--- src/rtl/shift_register_pkg.sv ---
// Shared types and the next-value function for the universal shift register.
// The function works on a MAX_W-bit container so one definition serves every
// WIDTH; bits above the register width are always returned as zero.
package shift_register_pkg;

  localparam int MAX_W = 64;

  typedef enum logic [2:0] {
    MODE_HOLD       = 3'd0,
    MODE_SHIFT_UP   = 3'd1,
    MODE_SHIFT_DOWN = 3'd2,
    MODE_ROT_UP     = 3'd3,
    MODE_ROT_DOWN   = 3'd4,
    MODE_LOAD       = 3'd5
  } shift_mode_t;

  typedef enum logic {
    IDLE  = 1'b0,
    BURST = 1'b1
  } burst_state_t;

  // True for the four modes a burst may repeat (shift/rotate up/down).
  function automatic logic is_burst_mode(input logic [2:0] mode);
    return (mode >= 3'd1) && (mode <= 3'd4);
  endfunction

  // One step of the register; reserved codes 6/7 fall into HOLD.
  function automatic logic [MAX_W-1:0] next_value(
    input shift_mode_t      mode,
    input logic [MAX_W-1:0] r,
    input logic             serial_in,
    input logic [MAX_W-1:0] parallel_in,
    input int unsigned      width
  );
    logic [MAX_W-1:0] mask;
    logic [MAX_W-1:0] sin;
    logic [MAX_W-1:0] msb;
    logic [MAX_W-1:0] lsb;
    mask = (width >= MAX_W) ? '1 : ((64'd1 << width) - 64'd1);
    sin  = {{(MAX_W-1){1'b0}}, serial_in};
    msb  = (r >> (width - 1)) & 64'd1;
    lsb  = r & 64'd1;
    case (mode)
      MODE_SHIFT_UP:   return ((r << 1) | sin) & mask;
      MODE_SHIFT_DOWN: return ((r & mask) >> 1) | (sin << (width - 1));
      MODE_ROT_UP:     return ((r << 1) | msb) & mask;
      MODE_ROT_DOWN:   return ((r & mask) >> 1) | (lsb << (width - 1));
      MODE_LOAD:       return parallel_in & mask;
      default:         return r & mask;
    endcase
  endfunction

endpackage

--- src/rtl/shift_burst_ctrl.sv ---
// Burst controller: decides when the register steps and with which mode.
// In IDLE a step follows Enable_In with the live mode; a Start_In with a
// shift/rotate mode latches mode and count and runs that many steps.
module shift_burst_ctrl
  import shift_register_pkg::*;
#(
  parameter int CNT_W = 5
) (
  input  logic               clk_i,
  input  logic               rst_i,
  input  logic               enable_i,
  input  logic [2:0]         mode_i,
  input  logic               start_i,
  input  logic [CNT_W-1:0]   count_i,
  output logic               step_o,
  output logic [2:0]         step_mode_o,
  output burst_state_t       state_o,
  output logic               done_o
);

  burst_state_t     state_q, state_d;
  logic [CNT_W-1:0] cnt_q, cnt_d;
  logic [2:0]       mode_q, mode_d;
  logic             done_q, done_d;

  // State, remaining-step counter, latched mode and done pulse registers.
  always_ff @(posedge clk_i) begin
    if (rst_i) begin
      state_q <= IDLE;
      cnt_q   <= '0;
      mode_q  <= 3'd0;
      done_q  <= 1'b0;
    end else begin
      state_q <= state_d;
      cnt_q   <= cnt_d;
      mode_q  <= mode_d;
      done_q  <= done_d;
    end
  end

  // Next state and step strobe; done is registered so it pulses one cycle.
  always_comb begin
    state_d     = state_q;
    cnt_d       = cnt_q;
    mode_d      = mode_q;
    done_d      = 1'b0;
    step_o      = 1'b0;
    step_mode_o = mode_i;
    case (state_q)
      IDLE: begin
        if (start_i && is_burst_mode(mode_i)) begin
          if (count_i == '0) begin
            done_d = 1'b1;
          end else begin
            state_d = BURST;
            cnt_d   = count_i;
            mode_d  = mode_i;
          end
        end else if (enable_i) begin
          step_o = 1'b1;
        end
      end
      BURST: begin
        step_o      = 1'b1;
        step_mode_o = mode_q;
        cnt_d       = cnt_q - 1'b1;
        if (cnt_q == CNT_W'(1)) begin
          state_d = IDLE;
          done_d  = 1'b1;
        end
      end
      default: state_d = IDLE;
    endcase
  end

  assign state_o = state_q;
  assign done_o  = done_q;

endmodule

--- src/rtl/universal_shift_register.sv ---
// WIDTH-bit universal shift register with hold/shift/rotate/load modes and
// a burst controller (Start_In runs Shift_Count_In steps, Busy/Done report).
// Optional macro SHIFT_REG_PARITY_EN adds Parity_Out = XOR of the register.
module universal_shift_register
  import shift_register_pkg::*;
#(
  parameter int WIDTH = 16,
  parameter int CNT_W = $clog2(WIDTH + 1)
) (
  input  logic               Clk_In,
  input  logic               Reset_In,
  input  logic               Enable_In,
  input  logic [2:0]         Mode_In,
  input  logic               Serial_Data_In,
  input  logic [WIDTH-1:0]   Parallel_Data_In,
  input  logic               Start_In,
  input  logic [CNT_W-1:0]   Shift_Count_In,
  output logic [WIDTH-1:0]   Parallel_Data_Out,
  output logic               Msb_Out,
  output logic               Lsb_Out,
  output logic               Busy_Out,
  output logic               Done_Out
`ifdef SHIFT_REG_PARITY_EN
  ,output logic              Parity_Out
`endif
);

  logic [WIDTH-1:0] shreg_q, shreg_d;
  logic [MAX_W-1:0] next_full;
  logic             step;
  logic [2:0]       step_mode;
  burst_state_t     ctrl_state;

  shift_burst_ctrl #(.CNT_W(CNT_W)) u_ctrl (
    .clk_i       (Clk_In),
    .rst_i       (Reset_In),
    .enable_i    (Enable_In),
    .mode_i      (Mode_In),
    .start_i     (Start_In),
    .count_i     (Shift_Count_In),
    .step_o      (step),
    .step_mode_o (step_mode),
    .state_o     (ctrl_state),
    .done_o      (Done_Out)
  );

  // Register next value: one step of the selected mode when strobed.
  always_comb begin
    next_full = next_value(shift_mode_t'(step_mode), MAX_W'(shreg_q),
                           Serial_Data_In, MAX_W'(Parallel_Data_In), WIDTH);
    shreg_d   = step ? WIDTH'(next_full) : shreg_q;
  end

  // Register storage with synchronous reset.
  always_ff @(posedge Clk_In) begin
    if (Reset_In) shreg_q <= '0;
    else          shreg_q <= shreg_d;
  end

  assign Parallel_Data_Out = shreg_q;
  assign Msb_Out           = shreg_q[WIDTH-1];
  assign Lsb_Out           = shreg_q[0];
  assign Busy_Out          = (ctrl_state == BURST);

`ifdef SHIFT_REG_PARITY_EN
  assign Parity_Out = ^shreg_q;
`endif

endmodule

--- config.mk ---
export PLATFORM = sky130hd
export DESIGN_NAME = universal_shift_register
export DESIGN_NICKNAME = d
export VERILOG_FILES = /design/src/rtl/shift_register_pkg.sv /design/src/rtl/shift_burst_ctrl.sv /design/src/rtl/universal_shift_register.sv
export SDC_FILE = /design/constraint.sdc
export NUM_CORES = 1
export LEC_CHECK = 0
export CAP_MARGIN = 0
export CORE_MARGIN = 3
export CORE_UTILIZATION = 46
export CTS_BUF_LIST = sky130_fd_sc_hd__clkbuf_2 sky130_fd_sc_hd__clkbuf_4 sky130_fd_sc_hd__clkbuf_8
export CTS_CLUSTER_DIAMETER = 150
export DETAILED_ROUTE_END_ITERATION = 16
export GPL_TIMING_DRIVEN = 0
export PLACE_DENSITY = 0.92
export SLEW_MARGIN = 20
export SYNTH_ARGS = -nofsm -noshare
export SYNTH_HDL_FRONTEND = slang
export SYNTH_SLANG_ARGS = --single-unit
export TNS_END_PERCENT = 1
--- constraint.sdc ---
create_clock -name Clk_In -period 2.5 [get_ports Clk_In]
set_input_delay 0.5 -clock Clk_In [delete_from_list [all_inputs] [get_ports Clk_In]]
set_output_delay 0.5 -clock Clk_In [all_outputs]
set_load 0.1 [all_outputs]
==> summary.md <==
| Metric | Value |
|---|---|
| Outcome | `finished clean` |
| H-tree levels | `1` |
| Number of filler instances in the final layout | `262` |
| Worst hold slack | `0.503 ns` |
| Core area | `3130 um^2` |
| Starting DRC count in detailed routing | `123` |
| Max-slew violation count | `0` |
| Count of mapped cells out of synthesis | `174` |
| Multi-input gate area | `918 um^2` |
| Buffer cell driving the clock tree root | `clkbuf_4` |
| Synthesized net count | `between 200 and 250` |
| Number of buffers added for setup after CTS | `0` |
| Fin Clk Skew | `between 0.005 and 0.006 ns` |
| First-pass GRT wire length | `between 6000 and 7000 um` |
| Unique masters post-synth | `42` |
| Detailed Routing Iterations Pass 1 | `4` |
| Max clock buf depth | `2` |
| RSZ-0062 raised after global routing | `no` |
| Dpl cell area | `2070 um^2` |
| RR Startpoint | `u_ctrl.state_o` |
| Per-instance average area after synthesis | `about 8.8 um^2` |
| Power density over the cells | `588 nW/um^2` |
| Compound-gate portion of the synthesized area | `0.278` |
| Number of cells on the worst hold path | `2` |
| Chip height | `63.8 um` |
| Yosys reg bits | `26` |
| Drt wl/cell | `between 10 and 15 um` |
| Reg2reg setup slack | `around 0.40 ns` |
| CTS buffer count | `3` |
| Startpoint type of the worst setup path | `flip-flop` |
| Clock period minus worst slack | `2.43 ns` |
| Final instance area | `2090 um^2` |
| Total of endpoints with negative setup slack in the final report | `0` |
| Crit-path max cell delay | `1.18 ns` |
| Register-to-Register Path Depth | `6` |
| Predominant post-synthesis flop cell | `dfxtp_1` |
| Layout Area Growth over Synthesis | `36.2%` |
| Remaining DRCs | `0` |
| Total global routing overflow | `0` |
| Final WL | `3950 um` |
| Total I/O pin count | `~50` |
| Sequential cell area | `522 um^2` |
| Detailed-route via count | `1542` |
| Number of port buffers | `48` |
| Remaining number of nets flagged by the antenna check after routing | `0` |
| Reported leakage power | `0.748 nW` |
| Clock tree sinks | `26` |
| Maximum frequency from static timing analysis | `411 MHz` |
| Final clock period utilization by the worst path | `0.973` |
| Xor and xnor fraction of the mapped netlist area | `0.0171` |
| Cell depth of the worst setup path | `1` |
| Worst-case vdd ir drop | `0.000307 V` |
| Startpoint-to-endpoint class of the critical path | `flip-flop to primary output` |
| Type of the most critical hold path | `flip-flop to flip-flop` |
| Number of antenna violations at the first check in global routing | `0` |
| Slowest cell on crit path | `clkdlybuf4s50_1` |
| HP Start | `u_ctrl.cnt_q[4]` |
| Number of rows created at floorplan | `20` |
| Main combinational cell family by area after synthesis | `compound AO/OA/AOI/OAI gates` |
| Slew HR | `0.342` |
| Pin count of the biggest net entering global routing | `14` |
| Critical R2R Capture | `Parallel_Data_Out[14]` |
| Clk_lat worst skew | `0.31 ns` |
| Share of synthesized cell area in and, or, nand and nor gates | `0.210` |
| Portion of the post-synthesis area used by sequential elements | `0.339` |
| Proportion of synthesized flip-flops having asynchronous set or reset | `0` |
| Aggregate global-route resource usage | `0.200` |
| Number of vias per cell | `5.73` |
| Final Hold Viols | `0` |
| Final-stage net count | `258` |
| CTS tree | `built` |
| Initial core utilization | `0.491` |
| Multiplexer area fraction after synthesis | `0.0766` |
| CP arrival | `1.93 ns` |
| Cells along the critical path | `clkdlybuf4s50_1` |
| Die width | `roughly 64 um` |
| Detailed placement HPWL | `3010 um` |
| Antenna diode count | `0` |
| Post-synthesis cell area | `around 1500 um^2` |
| Max-cap violations | `0` |
| Warnings, synthesis | `0` |
| Crit end category | `primary output` |
| Die Area | `4070 um^2` |
| Worst-margin pin slew | `0.984 ns` |
| End-of-flow core utilization | `0.668` |
| Largest fanout of any net on the critical path | `5` |
| Proportion of layout cells with a drive suffix above 1 | `0.133` |
| Number of global-route vias before repair | `approximately 1.5k` |
| Kind of cell adding the most delay to the critical path | `buffers and inverters` |
| Synth Area in Adders | `0.0163` |
| Min-Delay Endpoint | `u_ctrl.cnt_q[4]` |
| Final weighted congestion in routability-driven placement | `0.878` |
| Sum of buffers and inverters on the critical path | `1` |
| Clock transition at the register clock pins on the worst setup and hold paths after CTS | `0.14 ns` |
| Number of enable flip-flop cells after synthesis | `0` |
| CP Data Required Time | `roughly 2.0 ns` |
[final cells by class]
cell class / count / share of cell area
inverter: 8 / 0.0144
sequential: 26 / 0.250
tap: 44 / 0.0263
clock buffer: 3 / 0.0108
buffer: 12 / 0.0317
timing repair buffer: 48 / 0.228
multi-input combinational: 128 / 0.439
[metrics by stage]
step / TNS, ns / total power, mW / setup WS (ns) / std cells
global route: 0 / 1.29 / 0.0186 / 269
floorplan: 0 / 0.908 / 0.324 / 174
finish: 0 / 1.23 / 0.0669 / 269
CTS: 0 / 1.23 / 0.0643 / 269
global placement: -0.343 / 1.05 / -0.0573 / 266
detailed placement: -0.579 / 1.06 / -0.0942 / 266
[worst min-delay path, stage by stage (launching register included)]
cell	delay, ns
dfxtp_1	0.34
nand3b_1	0.08
a21oi_1	0.06
[cell usage after synthesis (3+ instances only)]
master / count / area, um^2
a211oi_1: 6 / 45.0
a21oi_1: 4 / 20.0
buf_2: 5 / 25.0
clkbuf_1: 4 / 15.0
dfxtp_1: 26 / 521
inv_1: 8 / 30.0
mux2_2: 3 / 33.8
mux2i_1: 7 / 70.1
nand2_1: 6 / 22.5
nand3b_1: 16 / 120
nor2_1: 20 / 75.1
o21ai_0: 4 / 20.0
o22ai_1: 13 / 81.3
o31ai_1: 3 / 22.5
o31ai_2: 10 / 125
xnor2_1: 3 / 26.3
[state kept, by name, indices dropped and copies added (netlist names)]
register           flops
Parallel_Data_Out     16
u_ctrl.cnt_q           5
u_ctrl.done_o          1
u_ctrl.mode_q          3
u_ctrl.state_o         1
[metal layers]
layer  part of all wire  vias to the layer above  global-route usage
met5                  0                        -                   0
met4             0.0066                        0              0.0674
met3              0.049                        4              0.0246
met2               0.49                       44               0.331
met1               0.45                      741               0.269
li1                   -                      753                   -
[power breakdown]
part	internal, mW	switching [mW]	leakage (nW)
Sequential	0.451	0.0385	0.213
Clock	0.0563	0.118	0.0138
Combinational	0.192	0.374	0.521
Total	0.699	0.531	0.748
[cells in the final DEF, fill, tap and decap left out, drive strengths merged, types with 3 or more instances in the layout]
| cell type | count |
|---|---|
| mux2 | 3 |
| clkdlybuf4s50 | 46 |
| clkbuf | 7 |
| o31ai | 13 |
| a211oi | 6 |
| nand3b | 16 |
| nor2 | 20 |
| buf | 9 |
| a21oi | 5 |
| xnor2 | 3 |
| inv | 8 |
| dfxtp | 26 |
| o22ai | 13 |
| o21ai | 5 |
| mux2i | 8 |
| nand2 | 6 |
[how the worst max path moves through the flow]
stage                                     start               endpoint  slack, ns
final                     Parallel_Data_Out[15]                Msb_Out       0.07
after global routing      Parallel_Data_Out[15]                Msb_Out       0.02
after CTS                 Parallel_Data_Out[15]                Msb_Out       0.06
after detailed placement             Mode_In[2]  Parallel_Data_Out[14]      -0.09
after global placement               Mode_In[2]  Parallel_Data_Out[11]      -0.06
after floorplan                  u_ctrl.state_o  Parallel_Data_Out[14]       0.32
[repair_timing]
action                     in CTS  in global routing
hold buffers                    0                  0
gates resized for setup         2                  0
setup endpoints to repair       2                  0
[kinds of logic (layout without fill, tap and decap cells)]
group / Yosys count / after routing
AND/OR/NAND/NOR: 58 / 58
AO/OA/AOI/OAI: 54 / 54
flip-flops: 26 / 26
buffers and inverters: 20 / 71
multiplexers: 11 / 11
XOR/XNOR: 3 / 3
adder cells (fa/ha/maj): 2 / 2
Note: power is estimated with default switching activity, not from simulation.
